File: src/rtl/pacman_move_ctrl.sv
// Movement controller for pacman. On each tick it proposes the next map cell to collision_detect,
// waits for the result to settle, and then commits the move (scoring dots and pills) or holds position.
module pacman_move_ctrl #(
    parameter int MAP_W     = 40,
    parameter int MAP_H     = 30,
    parameter int START_X   = 20,
    parameter int START_Y   = 22,
    parameter int SETTLE    = 4,
    parameter int DOT_TOTAL = 244,
    parameter int DOT_PTS   = 10,
    parameter int PILL_PTS  = 50
) (
    input  logic        CLOCK_50,
    input  logic        reset,
    input  logic        tick,
    input  logic [1:0]  dir_req,
    input  logic        dir_valid,
    input  logic [3:0]  collision_type,
    output logic [5:0]  next_pacman_x,
    output logic [4:0]  next_pacman_y,
    output logic        colli_clr,
    output logic [5:0]  pacman_x,
    output logic [4:0]  pacman_y,
    output logic [1:0]  pacman_dir,
    output logic [15:0] score,
    output logic [8:0]  dots_left,
    output logic        level_clear,
    output logic        busy
);

    localparam int CNT_W = $clog2(SETTLE);

    typedef enum logic [1:0] {
        S_IDLE,
        S_CLR,
        S_WAIT,
        S_EVAL
    } state_t;

    state_t      state_q, state_d;
    logic [5:0]  pac_x_q, pac_x_d;
    logic [4:0]  pac_y_q, pac_y_d;
    logic [1:0]  pac_dir_q, pac_dir_d;
    logic [1:0]  q_dir_q, q_dir_d;
    logic        q_valid_q, q_valid_d;
    logic [1:0]  try_dir_q, try_dir_d;
    logic        from_q_q, from_q_d;
    logic [3:0]  cap_q, cap_d;
    logic [CNT_W-1:0] cnt_q, cnt_d;
    logic [15:0] score_q, score_d;
    logic [8:0]  dots_q, dots_d;
    logic        lc_q, lc_d;

    logic [5:0]  cand_x;
    logic [4:0]  cand_y;
    logic        edge_block;
    logic        wall;
    logic        is_item;
    logic [15:0] pts;
    logic [16:0] score_sum;

    // Candidate cell one step from the committed position; x wraps through the tunnel, y does not.
    always_comb begin
        cand_x     = pac_x_q;
        cand_y     = pac_y_q;
        edge_block = 1'b0;
        case (try_dir_q)
            2'b00: begin
                if (pac_y_q == 5'd0) edge_block = 1'b1;
                else                 cand_y     = pac_y_q - 5'd1;
            end
            2'b01: begin
                if (pac_y_q == 5'(MAP_H - 1)) edge_block = 1'b1;
                else                          cand_y     = pac_y_q + 5'd1;
            end
            2'b10:   cand_x = (pac_x_q == 6'd0) ? 6'(MAP_W - 1) : pac_x_q - 6'd1;
            default: cand_x = (pac_x_q == 6'(MAP_W - 1)) ? 6'd0 : pac_x_q + 6'd1;
        endcase
    end

    // Out-of-range capture codes fall through to zero points, i.e. a free move.
    always_comb begin
        pts     = 16'd0;
        is_item = 1'b0;
        case (cap_q)
            4'd2: begin pts = 16'(DOT_PTS);  is_item = 1'b1; end
            4'd3: begin pts = 16'(PILL_PTS); is_item = 1'b1; end
            default: ;
        endcase
        score_sum = {1'b0, score_q} + {1'b0, pts};
        wall      = edge_block || (cap_q == 4'd1);
    end

    // NOTE: every *_d gets its hold value first so no path through this block can infer a latch.
    always_comb begin
        state_d   = state_q;
        pac_x_d   = pac_x_q;
        pac_y_d   = pac_y_q;
        pac_dir_d = pac_dir_q;
        q_dir_d   = q_dir_q;
        q_valid_d = q_valid_q;
        try_dir_d = try_dir_q;
        from_q_d  = from_q_q;
        cap_d     = cap_q;
        cnt_d     = cnt_q;
        score_d   = score_q;
        dots_d    = dots_q;
        lc_d      = lc_q;

        case (state_q)
            S_IDLE: begin
                if (tick && !lc_q) begin
                    try_dir_d = q_valid_q ? q_dir_q : pac_dir_q;
                    from_q_d  = q_valid_q;
                    state_d   = S_CLR;
                end
            end
            S_CLR: begin
                cap_d   = 4'd0;
                cnt_d   = '0;
                state_d = S_WAIT;
            end
            S_WAIT: begin
                // A dot or pill vanishes after its first hit, so keep the first nonzero code.
                if (cap_q == 4'd0 && collision_type != 4'd0) cap_d = collision_type;
                if (cnt_q == CNT_W'(SETTLE - 1)) state_d = S_EVAL;
                else                             cnt_d   = cnt_q + CNT_W'(1);
            end
            S_EVAL: begin
                if (wall && from_q_q && try_dir_q != pac_dir_q) begin
                    try_dir_d = pac_dir_q;
                    from_q_d  = 1'b0;
                    state_d   = S_CLR;
                end else if (wall) begin
                    state_d = S_IDLE;
                end else begin
                    pac_x_d   = cand_x;
                    pac_y_d   = cand_y;
                    pac_dir_d = try_dir_q;
                    if (from_q_q) q_valid_d = 1'b0;
                    score_d = score_sum[16] ? 16'hFFFF : score_sum[15:0];
                    if (is_item && dots_q != 9'd0) begin
                        dots_d = dots_q - 9'd1;
                        if (dots_q == 9'd1) lc_d = 1'b1;
                    end
                    state_d = S_IDLE;
                end
            end
            default: state_d = S_IDLE;
        endcase

        if (dir_valid) begin
            q_dir_d   = dir_req;
            q_valid_d = 1'b1;
        end
    end

    // NOTE: state registers use non-blocking assignments so every flop samples pre-edge values.
    always_ff @(posedge CLOCK_50) begin
        if (reset) begin
            state_q   <= S_IDLE;
            pac_x_q   <= 6'(START_X);
            pac_y_q   <= 5'(START_Y);
            pac_dir_q <= 2'b10;
            q_dir_q   <= 2'b00;
            q_valid_q <= 1'b0;
            try_dir_q <= 2'b10;
            from_q_q  <= 1'b0;
            cap_q     <= 4'd0;
            cnt_q     <= '0;
            score_q   <= 16'd0;
            dots_q    <= 9'(DOT_TOTAL);
            lc_q      <= 1'b0;
        end else begin
            state_q   <= state_d;
            pac_x_q   <= pac_x_d;
            pac_y_q   <= pac_y_d;
            pac_dir_q <= pac_dir_d;
            q_dir_q   <= q_dir_d;
            q_valid_q <= q_valid_d;
            try_dir_q <= try_dir_d;
            from_q_q  <= from_q_d;
            cap_q     <= cap_d;
            cnt_q     <= cnt_d;
            score_q   <= score_d;
            dots_q    <= dots_d;
            lc_q      <= lc_d;
        end
    end

    assign next_pacman_x = (state_q == S_IDLE) ? pac_x_q : cand_x;
    assign next_pacman_y = (state_q == S_IDLE) ? pac_y_q : cand_y;
    assign colli_clr     = (state_q == S_CLR);
    assign pacman_x      = pac_x_q;
    assign pacman_y      = pac_y_q;
    assign pacman_dir    = pac_dir_q;
    assign score         = score_q;
    assign dots_left     = dots_q;
    assign level_clear   = lc_q;
    assign busy          = (state_q != S_IDLE);

endmodule

File: config.mk
export PLATFORM = sky130hd
export DESIGN_NAME = pacman_move_ctrl
export DESIGN_NICKNAME = d
export VERILOG_FILES = /design/src/rtl/pacman_move_ctrl.sv
export SDC_FILE = /design/constraint.sdc
export NUM_CORES = 1
export LEC_CHECK = 0
export CAP_MARGIN = 5
export CELL_PAD_IN_SITES_DETAIL_PLACEMENT = 0
export CELL_PAD_IN_SITES_GLOBAL_PLACEMENT = 1
export CORE_ASPECT_RATIO = 0.8
export CORE_MARGIN = 4
export CORE_UTILIZATION = 30
export DETAILED_ROUTE_END_ITERATION = 12
export GPL_ROUTABILITY_DRIVEN = 0
export PLACE_DENSITY_LB_ADDON = 0.05
export SYNTH_ARGS = -nofsm -noshare
export SYNTH_HDL_FRONTEND = slang
export SYNTH_SLANG_ARGS = --single-unit
File: constraint.sdc
create_clock -name CLOCK_50 -period 2.53 [get_ports CLOCK_50]
set_clock_uncertainty 0.1 [all_clocks]
set_input_delay 0.3795 -clock CLOCK_50 [delete_from_list [all_inputs] [get_ports CLOCK_50]]
set_output_delay 0.3795 -clock CLOCK_50 [all_outputs]
set_load 0.05 [all_outputs]
==> results.cfg, run 1 <==
[status]
outcome = complete, no violations

[pwr]
cellLeakagePower_nw = 1.771
power_w = 0.003673
power.density_mw_per_mm2 = 750.7
vdd_ir_drop_max_mv = 1.064

[drt]
drc = 0
antenna_left = 0
drt-initial-drc-count = 189
wl_per_cell_um = 16.27
routed_wl_um = 10310
drtPass1Iterations = 4
viasPerCell = 5.306
vias = 3364

[die]
rows = 34
start_util = 0.3092
die_w_um = 126.9
coreArea_mm2 = 0.01098
fp.dieH_um = 103.1
design.portCount = 62
die-area_mm2 = 0.01309

[layout]
seqCellArea_mm2 = 0.001071
finalCoreUtilization = 0.4459
areaGrowthSynthToFinish_pct = 44.21
drive_gt1_frac = 0.2612
diodes = 0
nFillCells = 1093
instances_no_fill = 634
multiInputGateArea_mm2 = 0.002429
fin_nets = 518

[setup_path]
worstPathArrival_ns = 2.03
path_class = flip-flop to primary output
worst_setup_path_start_kind = flip-flop
reg2reg_to = pacman_x[1]$_SDFFE_PP0P_
ff2ff_path_depth = 9
endpoint = next_pacman_y[3]
setup.worst_path.start = pacman_y[1]$_SDFFE_PP1P_
rr_startpoint = pacman_y[1]$_SDFFE_PP1P_
required_ns = 2.05
cp-end-kind = primary output
cp_max_fo = 5
reg2reg_slack_ns = 0.12

[cts]
clock_path_buffers = 2
clk_pin_slew_ns = 0.08
htree_num_levels = 2
clock_latency_ns = 0.30
cts_buffers = 5
cts-root-buf = clkbuf_16
clock_sinks = 53
cts_tree = done
hold_buffers = 0

[global_route]
antenna_found_initial = 0
grt_max_degree = 24
grt.total_usage = 0.1599
grt_pass1_vias = 3234
grt-ovfl-total = 0
grt_first_pass_wirelength_um = 16930

[synth]
ys.flop_type = dfxtp_1
synth_cell_types = 66
synth-edff-count = 0
synth_seq_cells = 53
syn_area_mm2 = 0.003393
synthCells = 405
avgSynthCellArea_um2 = 8.378
yosys_warnings = 0
async_flop_share = 0
synth_nets = 434
ys_seq_area_frac = 0.3127

[placement]
dpl.cell_count = 615
portBuffers = 61
place_hpwl_um = 7396

[sta]
finalCriticalPeriod_ns = 2.510
drv_slew = 0
setup_viol = 0
hold_viol_final = 0
rsz0062_at_grt = yes
relSlewSlack = 0.6530
max_slew.worst_pin.slew_ns = 0.5189
clock.fmax_mhz = 398.4
layout_worst_path_cycle_share = 0.9922

[flow_run]
maxCapViolCount = 0

[hold_path]
hold_class = flip-flop to flip-flop
-- how the worst min path moves through the flow --
stage,from,endpoint,slack [ns],cells after the start
after floorplan,q_valid_q$_SDFFE_PP0P_,q_valid_q$_SDFFE_PP0P_,0.35,2
after global placement,score[0]$_SDFFE_PP0P_,score[0]$_SDFFE_PP0P_,0.33,2
after detailed placement,score[0]$_SDFFE_PP0P_,score[0]$_SDFFE_PP0P_,0.34,2
after CTS,score[0]$_SDFFE_PP0P_,score[0]$_SDFFE_PP0P_,0.35,2
after global routing,score[0]$_SDFFE_PP0P_,score[0]$_SDFFE_PP0P_,0.37,2
final,score[0]$_SDFFE_PP0P_,score[0]$_SDFFE_PP0P_,0.35,2
-- power breakdown --
part	leakage, nW	internal, W	switching (W)
registers	0.430	0.000915	0.000107
clock network	0.0696	0.000365	0.000334
logic	1.27	0.000800	0.00115
total	1.77	0.00208	0.00159
-- worst max-delay path: stages (launching register included) --
cell,delay (ns)
dfxtp_2,0.34
buf_6,0.12
or4_4,0.53
a21oi_2,0.16
o221ai_2,0.14
mux2_4,0.29
buf_12,0.15
-- placed cells by master (no fill, tap or decap), drive strengths merged, types with 6 or more instances in the layout --
cell type and count:
inv 16, mux2i 6, nand2b 6, buf 49, dfxtp 53, o21ai 15, nor2 50, nor2b 6
a31oi 11, xnor2 11, a22oi 6, clkdlybuf4s50 48, nand3 14, nor4 10, a211oi 12, nand2 24
nor3 13, mux2 6, a21oi 23, ha 19
-- metrics by stage --
step	hold slack [ns]	TNS (ns)	setup WS, ns	cell area [um2]
after global routing	0.3723	-0.06883	-0.04894	4893
after floorplan	0.3522	0	0.008614	3485
after global placement	0.3325	0	0.05904	4463
after detailed placement	0.3408	-0.2630	-0.09108	4463
final	0.3508	0	0.01974	4893
after CTS	0.3524	-0.1091	-0.04515	4673
-- cell type report --
| type | count | area share |
|---|---|---|
| multi-input combinational | 315 | 0.4963 |
| clock inverter | 3 | 0.003580 |
| tap | 144 | 0.03682 |
| inverter | 17 | 0.01406 |
| timing repair buffer | 97 | 0.2048 |
| clock buffer | 5 | 0.02557 |
| sequential | 53 | 0.2189 |
-- synth_stat cells (3+ instances only) --
cell type  instances  area (um2)
o21bai_1           5       37.54
or3_1              5       31.28
a22oi_1            6       45.04
and3_1             5       31.28
or4_1              3       22.52
a311oi_1           5       43.79
nand2_1           23       86.33
nor4_1             7       43.79
xor2_1             4       35.03
a211o_1            4       35.03
buf_6              3       33.78
a31oi_1           11       68.82
a21oi_1           23       115.1
o21ai_0           15       75.07
nor3_1            12       60.06
a221oi_1           4       35.03
a21o_1             3       22.52
and4b_1            3       30.03
nand3b_1           4       30.03
a211oi_1          11       82.58
nor2_1            50       187.7
mux2_2             6       67.56
xnor2_1           11       96.34
o31ai_1            3       22.52
nand3_1           14       70.07
nor2b_1            6       37.54
o221ai_1           3       26.28
ha_1              19       237.7
clkbuf_1          14       52.55
dfxtp_1           53        1061
inv_1             16       60.06
nand4_1            5       31.28
mux2i_1            6       60.06
nand2b_1           6       37.54
-- layer usage --
layer | global-route usage | up-vias | share of wire
met3 | 0.03470 | 8 | 0.052
met1 | 0.2327 | 1579 | 0.52
met4 | 0.03957 | 0 | 0.012
met2 | 0.2407 | 90 | 0.42
met5 | 0 | - | 0
li1 | - | 1687 | -
-- state kept, by name, summed over array words and instances (netlist names) --
signal / flops
score: 16
cap_q: 4
level_clear: 1
q_dir_q: 2
state_q: 2
pacman_dir: 2
dots_left: 9
pacman_x: 6
pacman_y: 5
q_valid_q: 1
cnt_q: 2
try_dir_q: 2
from_q_q: 1
-- cell families after synthesis --
kind of cell               Yosys count  share of synthesized area
DFF                                 53                     0.3127
xor gates and xnor gates            15                    0.03872
AOI/OAI and AO/OA                  109                     0.2297
muxes                               12                    0.03761
and+or+nand+nor                    160                     0.2625
adders and majority gates           19                    0.07006
buffers and inverters               37                    0.04867
-- timing repair --
action,4_1_cts,5_1_grt
setup buffers,2,9
endpoints found under the setup margin,12,25
pin swaps,5,9
resized for setup,18,37
Power figures use the tool's default switching activity.
==> run 2: changes to the inputs <==
--- a/config.mk
+++ b/config.mk
@@ -5,7 +5,7 @@
 export SDC_FILE = /design/constraint.sdc
 export NUM_CORES = 1
 export LEC_CHECK = 0
-export CAP_MARGIN = 5
+export CAP_MARGIN = 30
 export CELL_PAD_IN_SITES_DETAIL_PLACEMENT = 0
 export CELL_PAD_IN_SITES_GLOBAL_PLACEMENT = 1
 export CORE_ASPECT_RATIO = 0.8
==> results of run 2 <==
Same layout as run 1: the final DEF is identical, and so are final timing and power.
==> run 3: changes to the inputs <==
--- a/config.mk
+++ b/config.mk
@@ -9,7 +9,6 @@
 export CELL_PAD_IN_SITES_DETAIL_PLACEMENT = 0
 export CELL_PAD_IN_SITES_GLOBAL_PLACEMENT = 1
 export CORE_ASPECT_RATIO = 0.8
-export CORE_MARGIN = 4
 export CORE_UTILIZATION = 30
 export DETAILED_ROUTE_END_ITERATION = 12
 export GPL_ROUTABILITY_DRIVEN = 0
==> results.cfg, run 3 (synthesis gave the netlist of run 1 again) <==
[drt]
viasPerCell = 5.256
drt-initial-drc-count = 117
vias = 3332
met2_length_um = 4555
wl_met3_um = 281
antenna_left = 0
wl_met1_um = 5101
drtPass1Iterations = 4
top_layer_used = met4
routed_wl_um = 10020
wl_per_cell_um = 15.80
drc = 0

[setup_path]
worstPathArrival_ns = 2.06
cp-end-kind = primary output
setup.worst_path.start = pacman_y[0]$_SDFFE_PP0P_
worst_setup_path_start_kind = flip-flop
rr_startpoint = cap_q[2]$_SDFFE_PP0P_
path_class = flip-flop to primary output
required_ns = 2.05
crit_chain = inv_4 > ha_4 > or4b_4 > nand2_4 > o2111ai_2 > mux2_4 > buf_12
cp_max_fo = 4
max_stage_delay_ns = 0.50
cp_slowest_cell = or4b_4

[layout]
fin_nets = 518
diodes = 0
instances_no_fill = 634
drive_gt1_frac = 0.2571
finalCoreUtilization = 0.4495
largest_reg_flops = 16
mostFrequentLayoutCells = nor2_1 (48), clkdlybuf4s50_1 (48), dfxtp_1 (46), buf_4 (33), nand2_1 (21)
areaGrowthSynthToFinish_pct = 44.84

[placement]
portBuffers = 61
place_hpwl_um = 7244
dpl.cell_count = 617
post-place-ws_ns = -0.01940

[global_route]
grt_max_degree = 28
antenna_found_initial = 0
grt.total_usage = 0.1741
grt_pass1_vias = 3186
grt-ovfl-total = 0
grt_first_pass_wirelength_um = 16390

[sta]
clock.fmax_mhz = 393.8
max_slew.worst_pin.slew_ns = 0.5260
drv_slew = 0
timing.final.ws_setup_ns = -0.009133
layout_worst_path_cycle_share = 1.004
hold_viol_final = 0
setup_viol = 1
relSlewSlack = 0.6480
finalCriticalPeriod_ns = 2.539
rsz0062_at_grt = yes

[pwr]
power.density_mw_per_mm2 = 769.4
vdd_ir_drop_max_mv = 0.6318
cellLeakagePower_nw = 1.784
power_w = 0.003781

[status]
violations = negative setup slack
outcome = finished with violations

[cts]
htree_num_levels = 2
hold_buffers = 0
cts_tree = done
clock_latency_ns = 0.29
clk_pin_slew_ns = 0.07
clock_path_buffers = 2
cts_buffers = 5
clock_sinks = 53
cts-root-buf = clkbuf_16

[hold_path]
hp-start = score[0]$_SDFFE_PP0P_
hold_class = flip-flop to flip-flop

[die]
rows = 34
design.portCount = 62
coreArea_mm2 = 0.01093
start_util = 0.3104
die-area_mm2 = 0.01174
die_w_um = 120.9
fp.dieH_um = 97.13

[flow_run]
maxCapViolCount = 0
[run 3: cell count changes in the layout (fill, tap and decap cells not counted), moves of 2 or more]
cell,delta
nor2_2,-2
o21ai_1,-2
dfxtp_2,-3
o21ai_0,+2
nor2_1,+2
dfxtp_4,+2
[run 3: critical path: cells and delay by family, from the launching register on]
kind / cells / cell delay (ns)
and+or+nand+nor: 2 / 0.62
adders and majority gates: 1 / 0.15
AOI/OAI and AO/OA: 1 / 0.15
muxes: 1 / 0.29
DFF: 1 / 0.34
buffers and inverters: 2 / 0.21
[run 3: metrics by stage]
stage | hold slack, ns | TNS, ns | instance area (um2)
global route | 0.3734 | -0.3688 | 4915
CTS | 0.3512 | -0.1206 | 4758
detailed placement | 0.3403 | -0.02480 | 4478
global placement | 0.3358 | 0 | 4478
finish | 0.3472 | -0.009133 | 4915
floorplan | 0.3522 | 0 | 3485
[run 3: path summary, 6_finish.rpt]
path                                                to  slack, ns  cells after the start
worst min register to register   score[0]$_SDFFE_PP0P_       0.35                      2
worst max-delay path                  next_pacman_y[2]     -0.009                      7
worst min-delay path             score[0]$_SDFFE_PP0P_       0.35                      2
worst max register to register  score[14]$_SDFFE_PP0P_       0.06                     11
[run 3: layer usage]
layer  vias up  track usage
li1       1690            -
met1      1586       0.2457
met2        47       0.2734
met3         9      0.03286
met4         0      0.03704
met5         -            0
[run 3: repair_timing]
| item | CTS | global route |
|---|---|---|
| gates resized for setup | 17 | 34 |
| pin swaps | 6 | 8 |
| hold endpoints to repair | 0 | 0 |
| setup endpoints to repair | 11 | 19 |
| gates cloned | 0 | 0 |
| buffers inserted | 6 | 4 |
[run 3: report_power, final]
group          total [W]  internal (W)  switching [W]
registers        0.00102      0.000916       0.000108
clock network   0.000805      0.000495       0.000309
logic            0.00195      0.000799        0.00115
[run 3: cell type report]
| type | count | area (um2) |
|---|---|---|
| fill | 1081 | 6018 |
| multi-input combinational | 315 | 2419 |
| sequential | 53 | 1075 |
| timing repair buffer | 97 | 998.5 |
| tap | 144 | 180.2 |
| clock buffer | 7 | 142.6 |
| inverter | 17 | 70.07 |
| clock inverter | 1 | 30.03 |
